===== src/rtl/multiplier_controller_if.sv =====
// Request/response handshake bundle between the multiply requester and the
// Booth multiplier sequencing controller.
interface multiplier_controller_if #(
    parameter int unsigned DATA_WIDTH = 5
);
    logic                  in_valid;
    logic                  in_ready;
    logic [DATA_WIDTH-1:0] multiplicand;
    logic [DATA_WIDTH-1:0] multiplier;
    logic [DATA_WIDTH-1:0] hi;
    logic [DATA_WIDTH-1:0] lo;
    logic                  out_valid;
    logic                  out_ready;
    logic [1:0]            err;

    modport master (
        output in_valid, multiplicand, multiplier, out_ready,
        input  in_ready, hi, lo, out_valid, err
    );

    modport slave (
        input  in_valid, multiplicand, multiplier, out_ready,
        output in_ready, hi, lo, out_valid, err
    );
endinterface


===== src/rtl/multiplier_controller.sv =====
// Sequencing FSM for the Booth multiplier datapath: accepts a request, steps the
// datapath via strobes, captures the product into HI/LO and hands it back.
module multiplier_controller #(
    parameter int unsigned DATA_WIDTH    = 5,
    parameter int unsigned COUNTER_WIDTH = 3
) (
    input  logic                      CLK,
    input  logic                      RST,
    multiplier_controller_if.slave    host,
    output logic [DATA_WIDTH-1:0]     Operand1,
    output logic [DATA_WIDTH-1:0]     Operand2,
    output logic                      initialize,
    output logic                      accum_load,
    output logic                      comp,
    output logic                      sh_en,
    input  logic [1:0]                status,
    input  logic                      done,
    input  logic [2*DATA_WIDTH-1:0]   result
);

    // COUNTER_WIDTH holds W, so two extra bits always cover 3W+2.
    localparam int unsigned           WdogWidth = COUNTER_WIDTH + 2;
    localparam logic [WdogWidth-1:0]  WdogLast  = WdogWidth'(3 * DATA_WIDTH + 1);
    localparam logic [DATA_WIDTH-1:0] MostNeg   = {1'b1, {(DATA_WIDTH - 1){1'b0}}};

    typedef enum logic [2:0] {
        StIdle,
        StInit,
        StCheck,
        StAdd,
        StShift,
        StDone
    } state_e;

    state_e                state_q, state_d;
    logic                  comp_q, comp_d;
    logic [WdogWidth-1:0]  wdog_q;
    logic [DATA_WIDTH-1:0] hi_q, lo_q;
    logic [1:0]            err_q;
    logic                  working, accept, capture, timeout;

    assign working = (state_q == StCheck) || (state_q == StAdd) || (state_q == StShift);
    assign accept  = (state_q == StIdle) && host.in_valid;
    assign capture = (state_q == StCheck) && done;
    // A capture on the last allowed cycle still wins over the watchdog.
    assign timeout = working && !capture && (wdog_q == WdogLast);

    always_ff @(posedge CLK) begin
        if (RST) begin
            state_q  <= StIdle;
            comp_q   <= 1'b0;
            wdog_q   <= '0;
            Operand1 <= '0;
            Operand2 <= '0;
            hi_q     <= '0;
            lo_q     <= '0;
            err_q    <= '0;
        end else begin
            state_q <= state_d;
            comp_q  <= comp_d;
            if (state_q == StInit) begin
                wdog_q <= '0;
            end else if (working) begin
                wdog_q <= wdog_q + 1'b1;
            end
            if (accept) begin
                Operand1 <= host.multiplicand;
                Operand2 <= host.multiplier;
                err_q    <= {1'b0, host.multiplicand == MostNeg};
            end
            if (timeout) begin
                hi_q     <= '0;
                lo_q     <= '0;
                err_q[1] <= 1'b1;
            end else if (capture) begin
                hi_q <= result[2*DATA_WIDTH-1:DATA_WIDTH];
                lo_q <= result[DATA_WIDTH-1:0];
            end
        end
    end

    always_comb begin
        state_d = state_q;
        comp_d  = comp_q;
        unique case (state_q)
            StIdle:  if (host.in_valid) state_d = StInit;
            StInit:  state_d = StCheck;
            StCheck: begin
                if (done) begin
                    state_d = StDone;
                end else if (status == 2'b01) begin
                    state_d = StAdd;
                    comp_d  = 1'b0;
                end else if (status == 2'b10) begin
                    state_d = StAdd;
                    comp_d  = 1'b1;
                end else begin
                    state_d = StShift;
                end
            end
            StAdd:   state_d = StShift;
            StShift: state_d = StCheck;
            StDone:  if (host.out_ready) state_d = StIdle;
            default: state_d = StIdle;
        endcase
        if (timeout) begin
            state_d = StDone;
        end
    end

    always_comb begin
        initialize     = 1'b0;
        accum_load     = 1'b0;
        comp           = 1'b0;
        sh_en          = 1'b0;
        host.in_ready  = 1'b0;
        host.out_valid = 1'b0;
        unique case (state_q)
            StIdle:  host.in_ready = 1'b1;
            StInit:  initialize = 1'b1;
            StAdd: begin
                accum_load = 1'b1;
                comp       = comp_q;
            end
            StShift: sh_en = 1'b1;
            StDone:  host.out_valid = 1'b1;
            default: ;
        endcase
    end

    assign host.hi  = hi_q;
    assign host.lo  = lo_q;
    assign host.err = err_q;

endmodule


===== src/flat_wrapper.sv =====
// flat-port wrapper written by rule: the top's interface ports become plain ports
module multiplier_controller_flat 
#(
    parameter int unsigned DATA_WIDTH    = 5,
    parameter int unsigned COUNTER_WIDTH = 3
)
  (CLK, RST, Operand1, Operand2, initialize, accum_load, comp, sh_en, status, done, result, host_in_valid, host_multiplicand, host_multiplier, host_out_ready, host_in_ready, host_hi, host_lo, host_out_valid, host_err);
  multiplier_controller_if #(.DATA_WIDTH(DATA_WIDTH)) host_i ();
  input  logic CLK;
  input  logic RST;
  output logic [DATA_WIDTH-1:0] Operand1;
  output logic [DATA_WIDTH-1:0] Operand2;
  output logic initialize;
  output logic accum_load;
  output logic comp;
  output logic sh_en;
  input  logic [1:0] status;
  input  logic done;
  input  logic [2*DATA_WIDTH-1:0] result;
  input wire logic [$bits(host_i.in_valid)-1:0] host_in_valid;
  input wire logic [$bits(host_i.multiplicand)-1:0] host_multiplicand;
  input wire logic [$bits(host_i.multiplier)-1:0] host_multiplier;
  input wire logic [$bits(host_i.out_ready)-1:0] host_out_ready;
  output wire logic [$bits(host_i.in_ready)-1:0] host_in_ready;
  output wire logic [$bits(host_i.hi)-1:0] host_hi;
  output wire logic [$bits(host_i.lo)-1:0] host_lo;
  output wire logic [$bits(host_i.out_valid)-1:0] host_out_valid;
  output wire logic [$bits(host_i.err)-1:0] host_err;
  assign host_i.in_valid = host_in_valid;
  assign host_i.multiplicand = host_multiplicand;
  assign host_i.multiplier = host_multiplier;
  assign host_i.out_ready = host_out_ready;
  assign host_in_ready = host_i.in_ready;
  assign host_hi = host_i.hi;
  assign host_lo = host_i.lo;
  assign host_out_valid = host_i.out_valid;
  assign host_err = host_i.err;
  multiplier_controller #(.DATA_WIDTH(DATA_WIDTH), .COUNTER_WIDTH(COUNTER_WIDTH)) u_core (.CLK(CLK), .RST(RST), .host(host_i), .Operand1(Operand1), .Operand2(Operand2), .initialize(initialize), .accum_load(accum_load), .comp(comp), .sh_en(sh_en), .status(status), .done(done), .result(result));
endmodule

===== config.mk =====
export PLATFORM = sky130hd
export DESIGN_NAME = multiplier_controller_flat
export DESIGN_NICKNAME = d
export VERILOG_FILES = /design/src/rtl/multiplier_controller_if.sv /design/src/rtl/multiplier_controller.sv /design/src/flat_wrapper.sv
export SDC_FILE = /design/constraint.sdc
export NUM_CORES = 1
export LEC_CHECK = 0
export BUFFER_PORTS_ARGS = -buffer_cell sky130_fd_sc_hd__buf_4
export CAP_MARGIN = 15
export CELL_PAD_IN_SITES_DETAIL_PLACEMENT = 1
export CELL_PAD_IN_SITES_GLOBAL_PLACEMENT = 2
export CORE_AREA = 2 2 75 77
export CTS_BUF_LIST = sky130_fd_sc_hd__clkbuf_8
export DETAILED_ROUTE_END_ITERATION = 8
export DIE_AREA = 0 0 77 79
export PLACE_DENSITY_LB_ADDON = 0.1
export RECOVER_POWER = 50
export SYNTH_ARGS = -nofsm -noshare
export SYNTH_HDL_FRONTEND = slang
export SYNTH_SLANG_ARGS = --single-unit

===== constraint.sdc =====
create_clock -name CLK -period 1.8 [get_ports CLK]
set_input_delay 0.36 -clock CLK [delete_from_list [all_inputs] [get_ports CLK]]
set_output_delay 0.36 -clock CLK [all_outputs]
set_load 0.05 [all_outputs]

==> impl_metrics.csv <==
group,metric,value,unit
min_path,min_to,"u_core.host.hi[0]",
global_route,grt_pass1_wl,6430,um
route,wl,3950,um
power_and_ir_drop,powerDensity,931,nW/um2
global_route,grt_pass1_vias,1442,
floorplan,die_area,6080,um2
logic_synthesis,ys_types,37,
power_and_ir_drop,intPower,1.32,mW
critical_path,reg2reg_to,"u_core.host.lo[2]",
status,outcome,"finished, final reports clean",
min_path,min-delay-start,"result[5]",
power_and_ir_drop,p_seq_share,40.0,%
finish,final_cells,294,
sta,setup_violations,0,
floorplan,start_util,27.1,%
route,viasPerCell,4.62,
clocking,clk-insertion-delay-late,0.28,ns
route,first_pass_iters,2,
clocking,cts.sinks,31,
place,gp_congestion,0.652,
finish,drive_gt1_share,26.1,%
power_and_ir_drop,p_sw,0.551,mW
critical_path,worstPathRequired,1.44,ns
power_and_ir_drop,ir_worst_vdd,0.492,mV
place,dp_cells,286,
critical_path,endpoint_kind,"output pin",
critical_path,reg2reg_slack,0.27,ns
critical_path,crit_type,"reg2out",
global_route,track_usage,13.3,%
finish,n_antenna_cell,0,
power_and_ir_drop,pwr-share-clk,38.0,%
clocking,cts-buffers-inserted,5,
sta,hold_viol,0,
power_and_ir_drop,power_frac_comb,22.0,%
sta,drv_slew,0,
floorplan,die_w,77,um
critical_path,cpLargestDelayFamily,"simple AND/OR/NAND/NOR gates",
sta,fin_crit_sh,97.0,%
critical_path,r2r_cells,5,
critical_path,timing.rr.start,"u_core.state_q[2]",
run,drv_cap,0,
sta,clock.fmax,0.573,GHz
critical_path,worstPathArrival,1.39,ns
route,wl_per_cell,13.4,um
place,io_buffers,54,
place,post_dp_cell_area,1970,um2
logic_synthesis,synth_warnings,0,
sta,worst_pin_slew,0.644,ns
global_route,grt_max_degree,44,
sta,fin_crit,1.75,ns
power_and_ir_drop,switching_share,29.5,%
sta,slew_headroom,57.2,%
min_path,hold_depth,3,
clocking,cts-root-buf,"clkbuf_8",
logic_synthesis,netlist_instances,165,
logic_synthesis,synth.avg_cell_area,8.77,um2
clocking,clk_pin_slew,0.07,ns
critical_path,worst-path-buf-inv,2,
floorplan,die_height,79,um
global_route,overflow,0,
critical_path,cp_cell_sequence,"or3b_4, inv_1, buf_4",
floorplan,rows,27,
sta,rsz0062_at_grt,"no",
clocking,cts_tree,"done",
finish,final_net_count,251,
clocking,ctsHtreeMaxLevel,2,
route,drt_iter0_drc,56,
power_and_ir_drop,p_total,1.87,mW
clocking,clk_path_buf_depth,2,
logic_synthesis,ys_ff_latch,31,
finish,final_area,2010,um2
logic_synthesis,synth.cell_area,1450,um2
critical_path,crit_path_start_kind,"flop",
logic_synthesis,ys_seq_area_share,42.9,%
clocking,cts_setup_buffers,0,
route,drc,0,
min_path,hp-class,"in2reg",
critical_path,cpPeakStageDelay,0.45,ns
sta,fin_skew,0.00351,ns
floorplan,coreArea,5340,um2
sta,fin_setup_tns,0,ns
critical_path,cp_slowest_cell,"or3b_4",
critical_path,worstPathMaxFanout,6,
logic_synthesis,syn-num-nets,195,
route,via_count,1359,
place,hpwl,2920,um
power_and_ir_drop,power.static_leakage,0.797,nW
finish,area_growth,38.7,%
global_route,antenna_found_initial,0,
finish,nFillCells,666,
finish,final_core_util,37.6,%
floorplan,io_pins,55,
route,ant_nets,0,
-- how the worst max path moves through the flow --
stage / slack [ns] / cells after the start / start / to
after floorplan: 0.18 / 4 / u_core.state_q[1] / comp
after global placement: 0.28 / 3 / u_core.state_q[1] / initialize
after detailed placement: 0.24 / 3 / u_core.state_q[1] / initialize
after CTS: 0.04 / 3 / u_core.state_q[1] / sh_en
after global routing: 0.005 / 4 / u_core.state_q[2] / comp
final: 0.05 / 3 / u_core.state_q[1] / sh_en
-- stage by stage --
| stage | setup slack [ns] | hold slack, ns |
|---|---|---|
| finish | 0.0543 | 0.308 |
| detailed placement | 0.239 | 0.452 |
| global route | 0.00499 | 0.314 |
| CTS | 0.0417 | 0.298 |
| global placement | 0.279 | 0.445 |
| floorplan | 0.177 | 0.471 |
-- placed cells by master, fill, tap and decap left out, drive strengths merged, types with 2 or more instances in the layout --
| cell | instances |
|---|---|
| and3b | 2 |
| mux2i | 3 |
| clkbuf | 29 |
| nor3 | 4 |
| nand2b | 2 |
| nand2 | 22 |
| dfxtp | 31 |
| nand3 | 2 |
| a21oi | 17 |
| o21ai | 2 |
| or3b | 5 |
| o2111ai | 2 |
| o41ai | 10 |
| inv | 15 |
| ha | 3 |
| nand3b | 14 |
| buf | 40 |
-- cells in the mapped netlist --
cell type / n / area share, %
dfxtp_1: 31 / 43
nand2_1: 22 / 5.7
a21oi_1: 16 / 5.5
inv_1: 15 / 3.9
nand3b_1: 14 / 7.3
o41ai_1: 10 / 6.1
buf_2: 8 / 2.8
clkbuf_1: 5 / 1.3
nor3_1: 4 / 1.4
or3b_2: 4 / 2.4
ha_1: 3 / 2.6
mux2i_1: 3 / 2.1
and3b_1: 2 / 1.2
nand2b_1: 2 / 0.86
nand3_1: 2 / 0.69
o2111ai_1: 2 / 1.2
o21ai_0: 2 / 0.69
a211o_1: 1 / 0.61
a21oi_2: 1 / 0.61
a311oi_1: 1 / 0.61
a31oi_1: 1 / 0.43
and2_1: 1 / 0.43
and3_1: 1 / 0.43
buf_4: 1 / 0.52
nand4bb_1: 1 / 0.78
nor2_1: 1 / 0.26
nor2b_1: 1 / 0.43
nor4_1: 1 / 0.43
nor4b_1: 1 / 0.61
nor4bb_1: 1 / 0.69
o211ai_1: 1 / 0.52
o21a_1: 1 / 0.52
o2bb2ai_1: 1 / 0.61
or3b_1: 1 / 0.61
or4b_4: 1 / 0.95
or4bb_1: 1 / 0.78
xnor2_1: 1 / 0.61
-- area by class of cell --
cell class / count / area, um2 / share of cell area (%)
multi-input combinational: 105 / 734 / 36.6
clock buffer: 6 / 82.6 / 4.12
timing repair buffer: 63 / 387 / 19.3
clock inverter: 2 / 35.0 / 1.75
tap: 72 / 90.1 / 4.49
sequential: 31 / 621 / 30.9
inverter: 15 / 56.3 / 2.81
-- registers in the layout, summed over array words and instances, names as in the netlist --
| signal | count |
|---|---|
| u_core.wdog_q | 5 |
| u_core.state_q | 3 |
| u_core.host.err | 2 |
| u_core.host.hi | 5 |
| u_core.Operand2 | 5 |
| u_core.host.lo | 5 |
| u_core.Operand1 | 5 |
| u_core.comp_q | 1 |
-- what timing repair did --
action                     4_1_cts  5_1_grt
hold buffers                     0        0
setup endpoints to repair        2        0
resized for setup                2        0
-- logic make-up after synthesis --
family	count (synthesis)	synth area share, %
flops	31	42.9
xor+xnor	1	0.606
fa+ha+maj	3	2.60
buf+inv	29	8.48
simple gates	61	26.0
compound gates	37	17.4
mux	3	2.08
-- power by group through the flow --
stage	sequential (mW)	combinational (mW)	clock, mW
2_1_floorplan	0.844	0.193	0
3_3_place_gp	0.758	0.427	0
3_5_place_dp	0.761	0.436	0
4_1_cts	0.746	0.440	0.744
5_1_grt	0.750	0.444	0.766
6_report	0.746	0.411	0.709
-- routing by layer --
layer / track usage (%) / vias to the layer above / part of all wire [%]
met5: 0 / - / 0
li1: - / 695 / -
met1: 13.8 / 626 / 41
met2: 25.4 / 34 / 53
met3: 4.09 / 4 / 5.4
met4: 4.82 / 0 / 0.96
-- worst reg2reg max path, cell delays in order, from the launching register on --
cell and delay, ns:
dfxtp_1 0.36, buf_4 0.20, nand2b_1 0.24, a21oi_2 0.07
buf_4 0.17, o41ai_1 0.37
(Power assumes the default switching activity.)
